**config.mk**
```make
export PLATFORM = sky130hd
export DESIGN_NAME = hs4_rx_sync
export DESIGN_NICKNAME = d
export VERILOG_FILES = /design/src/rtl/hs4_rx_sync.sv
export SDC_FILE = /design/constraint.sdc
export NUM_CORES = 1
export LEC_CHECK = 0
export BUFFER_PORTS_ARGS = -buffer_cell sky130_fd_sc_hd__buf_2
export CAP_MARGIN = 30
export CORE_UTILIZATION = 40
export DETAILED_ROUTE_END_ITERATION = 10
export GPL_ROUTABILITY_DRIVEN = 1
export GPL_TIMING_DRIVEN = 0
export SETUP_SLACK_MARGIN = 0.4
export SLEW_MARGIN = 10
export SYNTH_ARGS = -nofsm -noshare
export SYNTH_HDL_FRONTEND = slang
export SYNTH_SLANG_ARGS = --single-unit
```
**constraint.sdc**
```tcl
create_clock -name clk_i -period 3.6 [get_ports clk_i]
set_input_delay 0 -clock clk_i [delete_from_list [all_inputs] [get_ports clk_i]]
set_output_delay 0 -clock clk_i [all_outputs]
set_load 0.005 [all_outputs]
```
**src/rtl/hs4_rx_sync.sv**
```systemverilog
// hs4_rx_sync: clocked receiver for a 4-phase (return-to-zero) request/ack
// handshake. The request is synchronised into clk_i, the bundled data word
// is captured into a small FIFO, and the FIFO head is offered downstream on
// a valid/ready interface.
module hs4_rx_sync #(
   parameter int unsigned DATA_W      = 32,
   parameter int unsigned DEPTH       = 2,
   parameter int unsigned SYNC_STAGES = 2
) (
   input  logic                       clk_i,
   input  logic                       rst_i,
   input  logic                       req_i,
   input  logic [DATA_W-1:0]          data_i,
   output logic                       ack_o,
   output logic                       valid_o,
   output logic [DATA_W-1:0]          data_o,
   input  logic                       ready_i,
   output logic [$clog2(DEPTH+1)-1:0] count_o
);

   localparam int unsigned CNT_W = $clog2(DEPTH + 1);
   localparam int unsigned PTR_W = (DEPTH > 1) ? $clog2(DEPTH) : 1;

   localparam logic [CNT_W-1:0] DEPTH_C  = CNT_W'(DEPTH);
   localparam logic [PTR_W-1:0] LAST_PTR = PTR_W'(DEPTH - 1);

   typedef enum logic [1:0] {
      ARM   = 2'd0,
      IDLE  = 2'd1,
      ACKED = 2'd2
   } state_t;

   // ------------------------------------------------------------------
   // Request synchroniser
   // ------------------------------------------------------------------
   logic [SYNC_STAGES-1:0] sync_q;
   logic                   req_s;

   // Shift raw req_i through the synchroniser chain; resets to all ones so a
   // request left high across reset is seen as still asserted.
   always_ff @(posedge clk_i) begin
      if (rst_i) begin
         sync_q <= '1;
      end else begin
         sync_q <= {sync_q[SYNC_STAGES-2:0], req_i};
      end
   end

   assign req_s = sync_q[SYNC_STAGES-1];

   // ------------------------------------------------------------------
   // FIFO bookkeeping signals
   // ------------------------------------------------------------------
   logic [DATA_W-1:0] mem_q [DEPTH];
   logic [PTR_W-1:0]  wr_ptr_q;
   logic [PTR_W-1:0]  rd_ptr_q;
   logic [CNT_W-1:0]  count_q;
   logic              push;
   logic              pop;
   logic              space_ok;

   assign valid_o  = (count_q != '0);
   assign pop      = valid_o & ready_i;
   // A full FIFO still has room when the head leaves at the same edge.
   assign space_ok = (count_q < DEPTH_C) || ((count_q == DEPTH_C) && pop);

   // ------------------------------------------------------------------
   // Handshake FSM
   // ------------------------------------------------------------------
   state_t state_q;
   state_t state_d;
   logic   ack_q;
   logic   ack_d;

   // State and acknowledge registers.
   always_ff @(posedge clk_i) begin
      if (rst_i) begin
         state_q <= ARM;
         ack_q   <= 1'b0;
      end else begin
         state_q <= state_d;
         ack_q   <= ack_d;
      end
   end

   // Next-state decode; the FIFO write is issued on the IDLE->ACKED capture.
   always_comb begin
      state_d = state_q;
      push    = 1'b0;
      case (state_q)
         ARM: begin
            if (!req_s) begin
               state_d = IDLE;
            end
         end
         IDLE: begin
            if (req_s && space_ok) begin
               push    = 1'b1;
               state_d = ACKED;
            end
         end
         ACKED: begin
            if (!req_s) begin
               state_d = IDLE;
            end
         end
         default: begin
            state_d = ARM;
         end
      endcase
      ack_d = (state_d == ACKED);
   end

   assign ack_o = ack_q;

   // ------------------------------------------------------------------
   // FIFO
   // ------------------------------------------------------------------
   function automatic logic [PTR_W-1:0] ptr_inc(input logic [PTR_W-1:0] p);
      return (p == LAST_PTR) ? '0 : PTR_W'(p + 1'b1);
   endfunction

   // Storage array; stale contents are harmless because occupancy gates valid.
   always_ff @(posedge clk_i) begin
      if (push) begin
         mem_q[wr_ptr_q] <= data_i;
      end
   end

   // Pointer and occupancy update; push and pop together leave count unchanged.
   always_ff @(posedge clk_i) begin
      if (rst_i) begin
         wr_ptr_q <= '0;
         rd_ptr_q <= '0;
         count_q  <= '0;
      end else begin
         if (push) begin
            wr_ptr_q <= ptr_inc(wr_ptr_q);
         end
         if (pop) begin
            rd_ptr_q <= ptr_inc(rd_ptr_q);
         end
         case ({push, pop})
            2'b10:   count_q <= count_q + 1'b1;
            2'b01:   count_q <= count_q - 1'b1;
            default: count_q <= count_q;
         endcase
      end
   end

   assign count_o = count_q;
   // Head word is zero while empty so reset and idle present a clean bus.
   assign data_o  = valid_o ? mem_q[rd_ptr_q] : '0;

endmodule

```
==> results of run 1 <==
layout make-up:
type	instances	share of cell area
inverters	3	0.002948
plain buffers	8	0.008844
clock buffers	12	0.03538
multi-input cells	92	0.1674
well taps	80	0.02620
clock inverters	4	0.01114
flip-flops and latches	74	0.5555
repair buffers	105	0.1926
worst max-delay path, cell delays in order, from the launching register on:
cell and delay (ns):
sky130_fd_sc_hd__dfxtp_1 0.37, sky130_fd_sc_hd__nand2b_4 0.17, sky130_fd_sc_hd__a211o_4 0.39, sky130_fd_sc_hd__nor2_4 0.41, sky130_fd_sc_hd__buf_16 0.23
power breakdown:
| part | switching [mW] | internal (mW) |
|---|---|---|
| sequential | 0.00760 | 0.946 |
| combinational | 0.0990 | 0.105 |
| clock | 0.273 | 0.315 |
stage by stage:
step           area, sq um  worst slack (ns)  hold WS, ns
6_report              3820             1.735      0.01344
5_1_grt               3820             1.531      0.03525
4_1_cts               3820             1.718      0.01636
3_5_place_dp          3312             1.721       0.1897
3_3_place_gp          3242           0.09361       0.1866
2_1_floorplan         2791            0.9443      0.09887
cells by family after synthesis:
group / after synthesis / share of synthesized area
and+or+nand+nor: 47 / 0.06992
xor gates and xnor gates: 3 / 0.009415
AOI/OAI and AO/OA: 8 / 0.01972
muxes: 33 / 0.1201
DFF: 74 / 0.7602
buffers and inverters: 11 / 0.01614
adders and majority gates: 1 / 0.004482
Yosys cell counts, drive strengths merged:
library cell  number
or2                2
a21o               1
nand2              2
xor2               2
nand3              1
nor2              40
xnor2              1
ha                 1
o21ai              2
nand2b             1
a211o              1
mux2i             32
inv                3
buf                3
or3                1
dfxtp             10
a21oi              4
edfxtp            64
mux2               1
clkbuf             5
worst max path at each step:
stage | startpoint | to | cells past startpoint | slack [ns]
CTS | count_o[0]$_SDFFE_PP0P_ | mem_q[0][19]$_DFFE_PP_ | 4 | 1.72
floorplan | count_o[0]$_SDFFE_PP0P_ | mem_q[0][0]$_DFFE_PP_ | 3 | 0.94
detailed placement | count_o[0]$_SDFFE_PP0P_ | mem_q[0][20]$_DFFE_PP_ | 4 | 1.72
global route | count_o[1]$_SDFFE_PP0P_ | data_o[10] | 4 | 1.53
global placement | count_o[0]$_SDFFE_PP0P_ | mem_q[0][17]$_DFFE_PP_ | 3 | 0.09
finish | count_o[0]$_SDFFE_PP0P_ | mem_q[1][19]$_DFFE_PP_ | 4 | 1.73
layer usage:
metal  global-route usage  vias up
li1                     -      871
met1               0.1854      817
met2               0.2807       41
met3              0.03561        8
met4              0.07273        0
met5                    0        -
state kept, by name (all words and copies together) (netlist names), named ones only:
signal    cells
wr_ptr_q      1
mem_q        64
count_o       2
ack_o         1
state_q       2
rd_ptr_q      1
sync_q        2
==> reports/results.txt, run 1 <==
The run finished with clean final reports. The logs give 330 for the total number of nets in the final design and 0 for the detailed-route DRC error count. The number of failing hold endpoints at the final stage is 0, and the layout-stage area growth over the synthesis result is 36.84%.

The number of port buffers works out to 70. The horizontal extent of the die came out at 85.54 um. For the synthesized netlist net count, the log shows 214. For this run, the number of Yosys warnings is 0.

The number of clock buffers added by TritonCTS is 9. At the pin with the least slew margin, the transition time is 0.5450 ns. The first detailed-routing pass took 4 iterations. Part of the cycle the worst path needs: 0.5181.

For the core utilization of the finished layout, the log shows 0.5654. End of the worst register-to-register path: mem_q[1][19]$_DFFE_PP_. The total leakage power was 1.464 nW; the number of buffers inserted by post-CTS setup repair was 0. The global-route wire length before repair was 8535 um. Summed over all nets, the half-perimeter wirelength after detailed placement is 3404 um.

The ratio of cells with drive above 1 in the final layout is 0.3121. The tools report the max-cap violation count as 0. Sorting the synthesized cells by area gives the leading types as sky130_fd_sc_hd__edfxtp_1 (69%), sky130_fd_sc_hd__mux2i_1 (11%), sky130_fd_sc_hd__dfxtp_1 (7.2%).

The run gives 0 as the post-CTS resize count. For this design, the sink count on the clock tree is 74. The tools report the clock tree skew after final layout as 0.004431 ns.

The via count of the first global-routing pass was 1,819. TritonCTS built the clock tree. For the total number of H-tree levels, the log shows 3. The tools report the clock root buffer as sky130_fd_sc_hd__clkbuf_8. Setup repair after global routing left no endpoint under its margin. Entering global routing, the biggest net connects 20 pins. Setup violations remaining at the end of the flow were counted as 0. The smallest clock period supported by the final layout is computed as 1.865 ns.

The die extent in y was 85.54 um. The final layout contains routed wiring with a total length of 5184 um. The worst hold path begins at rst_i.

For the worst vdd rail ir drop, the log shows 274.5 uV. The sequential area share after synthesis came out at 0.7602. Counting cells, the worst reg-to-reg path comes to 4. Total of fill cells in the finished design: 571.

The top cell type by total area after synthesis is sky130_fd_sc_hd__edfxtp_1. The met3 wirelength from detailed routing was 183 um. The clock reaches the later pin of the worst-skew pair after 0.33 ns. For hold timing, the worst endpoint is rd_ptr_q$_SDFFE_PP0N_. The top cell types in the final layout, fill and taps aside, are sky130_fd_sc_hd__buf_2 (73), sky130_fd_sc_hd__edfxtp_1 (64), sky130_fd_sc_hd__nor2_1 (38). The run gives 0.6353 as the tightest slew margin relative to the limit. Maximum buffer depth of the clock tree: 2.

Counting flops and latches in the post-synthesis netlist gives 74. The setup path with the least slack is of type reg2reg. The number of DRC markers in iteration 0 is 103, and the number of vias per cell is 4.595.

Hold repair after CTS inserted 33 buffers. The average wire per standard cell came out at 13.71 um. Of all nets on the critical path, the largest fanout is 19. The tools report the required arrival time at the worst endpoint as 3.64 ns. The tools report the flop-to-flop setup slack as 1.73 ns. The top-level port count was 72; the total chip power was 1.746 mW. The sequential cells in the finished layout cover a total of 2122 sq um. The tools report the startpoint class of the critical path as a flip-flop.

The total negative setup slack is 0 ns, and the count of different cell masters after synthesis is 20. The worst path arrival time is 1.91 ns. The congestion estimate from routability-driven global placement came to 0.6741.

The initial core utilization came out at 0.4131. Along the worst hold path, the cell count comes to 2. The min-delay analysis places its worst path in the category in2reg.

Most common library cell in the layout ignoring fill and taps: sky130_fd_sc_hd__buf_2. The met2 routed wirelength is 2665 um, and the area enclosed by the die boundary is 7316 sq um. The overall overflow remaining after global route came out at 0. Synthesis produced 177 cells. In the final layout, the multi-input gates occupy 639.4 sq um. The number of diodes was 0; the synthesized cell area was 2791 sq um. In this run the core area contains 30 standard-cell rows. Based on the critical path, the design can be clocked at up to 536.1 MHz. Clock-pin slew was measured on the worst setup and hold paths at 0.06 ns. Counting tap cells, the placed design contains a total of 329 instances. The region available for standard cell placement spans 6756 sq um. The run gives 0 as the max-slew violation total from the final report. In this run the mean area of a mapped cell was 15.77 sq um. The critical path capture point type was a flip-flop.

The finished layout holds 378 standard cells, fillers aside. In this run the power density over the cells is 457.1 nW/um^2. The overall routing resource usage was 0.1590.

The share of Yosys cell area claimed by the top area cell type works out to 0.6885. The count of vias placed by the detailed router came out at 1,737. The run gives 0 as the number of nets with antenna violations after detailed routing. The startpoint of the worst-slack reg-to-reg timing path is count_o[0]$_SDFFE_PP0P_.

For this block, wires on met1 add up to 2233 um. The initial antenna violation count was 0. Highest routing layer actually used: met4.
(Power assumes the default switching activity.)
==> inputs of run 2 (changes only) <==
--- a/config.mk
+++ b/config.mk
@@ -11,6 +11,7 @@
 export DETAILED_ROUTE_END_ITERATION = 10
 export GPL_ROUTABILITY_DRIVEN = 1
 export GPL_TIMING_DRIVEN = 0
+export PLACE_DENSITY = 0.66
 export SETUP_SLACK_MARGIN = 0.4
 export SLEW_MARGIN = 10
 export SYNTH_ARGS = -nofsm -noshare
==> constraint.sdc (replaced) <==
create_clock -name clk_i -period 1.6 [get_ports clk_i]
set_input_delay 0 -clock clk_i [delete_from_list [all_inputs] [get_ports clk_i]]
set_output_delay 0 -clock clk_i [all_outputs]
set_load 0.005 [all_outputs]
==> run 2 against run 1 <==
The flow now finishes with violations (negative setup slack). Flip-flop and latch count stayed put. Worst hold slack gained 0.091 ns. Global-route usage grew 0.53 points. First-iteration DRC count down 65%. Critical path type unchanged. Largest cell class unchanged.
==> reports/results.txt, run 2 (synthesis results as in run 1) <==
The placed instance area is 3258 sq um (was 3312 sq um), and the power density of the placed cells is 991.2 nW/um^2 (was 457.1 nW/um^2). The number of port buffers was 70 (unchanged). The sum of net half-perimeters after detailed placement is 2959 um (was 3404 um).

The overall overflow remaining after global route is 0 (unchanged). The flop-to-flop setup slack was -0.11 ns (was 1.73 ns); the required arrival time at the worst endpoint was 1.88 ns (was 3.64 ns). The number of nets with antenna violations after detailed routing was 0 (unchanged); the number of failing hold endpoints at the final stage was 0 (unchanged). Ratio of cells with drive above 1 in the final layout: 0.4161 (was 0.3121).

Peak clock frequency supported by timing: 585.1 MHz (was 536.1 MHz). The layout-stage area growth over the synthesis result is 51.77% (was 36.84%). The run gives 0.34 ns (was 0.33 ns) as the insertion delay to the later sink of the worst-skew pair. The total leakage power is 1.649 nW (was 1.464 nW). Top register by number of flip-flops: mem_q (unchanged). The tools report the total placed cells including tap cells as 327 (was 329). The run gives 1,896 (was 1,737) as the count of vias placed by the detailed router. The number of instances on the worst hold path is 4 (was 2). The worst path arrival time was 1.99 ns (was 1.91 ns); the max-slew violation total from the final report was 0 (unchanged). The classification of the worst setup path is reg2reg (unchanged).

The detailed-route DRC error count is 0 (unchanged). The most common library cell in the layout ignoring fill and taps was sky130_fd_sc_hd__buf_2 (unchanged). Ordered list of cells on the worst path: nand2b_4, a211o_4, ha_4, xnor2_4, or3_4, a21oi_2 (was nand2b_4, a211o_4, nor2_4, buf_16).

The hold path startpoint was ready_i (was rst_i). The delay of the slowest cell on the worst path works out to 0.38 ns (was 0.41 ns). The pin slew with the least headroom to its limit was 0.3904 ns (was 0.5450 ns); the total of fill cells in the finished design was 538 (was 571). The run gives 1,890 (was 1,819) as the via count of the first global-routing pass.

Critical path startpoint: count_o[0]$_SDFFE_PP0P_ (unchanged). The tightest slew margin relative to the limit was 0.7397 (was 0.6353). The number of vias per cell works out to 4.716 (was 4.595).

The average wire per standard cell is 14.33 um (was 13.71 um). The startpoint of the worst-slack reg-to-reg timing path is count_o[0]$_SDFFE_PP0P_ (unchanged). The flow ran to the end, but the final reports show violations.

The top-level port count came out at 72 (unchanged). The logs give 0.1644 (was 0.1590) for the overall routing resource usage and -0.1092 ns (was 1.735 ns) for the final worst slack. The number of flip-flops under the largest register name came out at 64 (unchanged). Total chip power: 4.199 mW (was 1.746 mW).

The logs give 9 (unchanged) for the number of clock buffers inserted by TritonCTS and 5761 um (was 5184 um) for the final wirelength. Worst min-delay path class: in2reg (unchanged). The area enclosed by the die boundary came out at 7316 sq um (unchanged). For the number of diodes, the log shows 0 (unchanged). The final reports fail on negative setup slack.

The horizontal extent of the die is 85.54 um (unchanged), and the total number of nets in the final design is 354 (was 330). For the max-cap violation count, the log shows 0 (unchanged). The logs give 402 (was 378) for the final standard cell count with taps included and fillers excluded and 4 (unchanged) for the first-pass iteration count of the detailed router.

The tools report the cell row count as 30 (unchanged). The number of DRC markers in iteration 0 is 36 (was 103). The critical path's slowest cell was sky130_fd_sc_hd__or3_4 (was sky130_fd_sc_hd__nor2_4). The worst vdd rail ir drop was 737.8 uV (was 274.5 uV). The maximum buffer depth of the clock tree came out at 2 (unchanged).

The startpoint class of the critical path was a flip-flop (unchanged). Initial antenna violation count: 0 (unchanged). TritonCTS built the clock tree. The shortest clock period the worst path allows after layout works out to 1.709 ns (was 1.865 ns). The placer's final routability congestion estimate was 0.6565 (was 0.6741). Setup repair after global routing could not meet its margin everywhere. For the post-route cell area, the log shows 4237 sq um (was 3820 sq um). The part of the cycle the worst path needs came out at 1.068 (was 0.5181). For the global-route wire length before repair, the log shows 8749 um (was 8535 um). The number of cells on the worst reg-to-reg path works out to 6 (was 4).

The clock tree skew after final layout came out at 0.01163 ns (was 0.004431 ns). The TritonCTS sink count is 74 (unchanged), and the core box area is 6756 sq um (unchanged). The tools report the clock root buffer as sky130_fd_sc_hd__clkbuf_8 (unchanged).

Leading cell types in the layout, fill and taps excluded: sky130_fd_sc_hd__buf_2 (70), sky130_fd_sc_hd__edfxtp_1 (64), sky130_fd_sc_hd__nor2_1 (37) (was sky130_fd_sc_hd__buf_2 (73), sky130_fd_sc_hd__edfxtp_1 (64), sky130_fd_sc_hd__nor2_1 (38)). The initial core utilization was 0.4131 (unchanged). The critical path capture point type is a flip-flop (unchanged). The largest net degree at the start of global routing is 17 (was 20), and the count of endpoints failing setup in the final report is 49 (was 0). The end of the worst register-to-register path was count_o[1]$_SDFFE_PP0P_ (was mem_q[1][19]$_DFFE_PP_).

The highest fanout seen on the critical path is 3 (was 19). Clock edge transition at the registers on the reported setup and hold paths: 0.08 ns (was 0.06 ns). The die extent in y was 85.54 um (unchanged). The total number of H-tree levels was 3 (unchanged).
run 2: how the worst max path moves through the flow:
| stage | to | cells past startpoint |
|---|---|---|
| floorplan | mem_q[0][0]$_DFFE_PP_ | 3 |
| global placement | mem_q[0][21]$_DFFE_PP_ | 3 |
| detailed placement | mem_q[0][21]$_DFFE_PP_ | 3 |
| CTS | count_o[1]$_SDFFE_PP0P_ | 6 |
| global route | count_o[1]$_SDFFE_PP0P_ | 6 |
| finish | count_o[1]$_SDFFE_PP0P_ | 6 |
run 2: what timing repair did:
action	CTS	global route
hold endpoints to repair	68	0
gates resized for setup	39	12
gates cloned	3	1
hold buffers	34	0
buffers inserted	17	4
endpoints found under the setup margin	100	104
pin swaps	9	5
run 2: stage by stage:
step                      hold slack [ns]  setup WS [ns]  TNS (ns)  utilization
after floorplan                   0.09887        -0.1603    -9.626            -
after global placement             0.1869        -0.4611    -28.86       0.4822
after detailed placement           0.1907        -0.4917    -29.82       0.4822
after CTS                       -0.009966       -0.02741   -0.2548       0.6087
after global routing               0.1239        -0.1505    -5.621       0.6270
final                              0.1049        -0.1092    -3.342       0.6270
run 2: report_power, final:
group / switching (mW) / internal [mW] / leakage, nW / total (mW)
logic: 0.284 / 0.389 / 0.892 / 0.673
clock network: 0.664 / 0.717 / 0.0970 / 1.38
registers: 0.0163 / 2.13 / 0.660 / 2.15
run 2: layout make-up:
cell class,instances,area [sq um],share of cell area
clock buffer,9,123.9,0.02924
buffer,8,112.6,0.02658
tap,80,100.1,0.02363
inverter,3,11.26,0.002658
sequential,74,2126,0.5018
clock inverter,7,68.82,0.01624
timing repair buffer,127,965.9,0.2280
multi-input combinational,94,728.2,0.1719
run 2: metal layers:
metal | share of wire | wire [um] | track usage
met5 | 0 | 0 | 0
met4 | 0.016 | 95 | 0.07121
met3 | 0.045 | 260 | 0.05197
met2 | 0.54 | 3110 | 0.3076
met1 | 0.40 | 2294 | 0.1674
run 2: worst max-delay path: cells and delay by family (launching register included):
family                   cells  cell delay [ns]
adder cells (fa/ha/maj)      1             0.18
XOR/XNOR                     1             0.12
AND/OR/NAND/NOR              2             0.52
flip-flops                   1             0.35
AO/OA/AOI/OAI                2             0.47
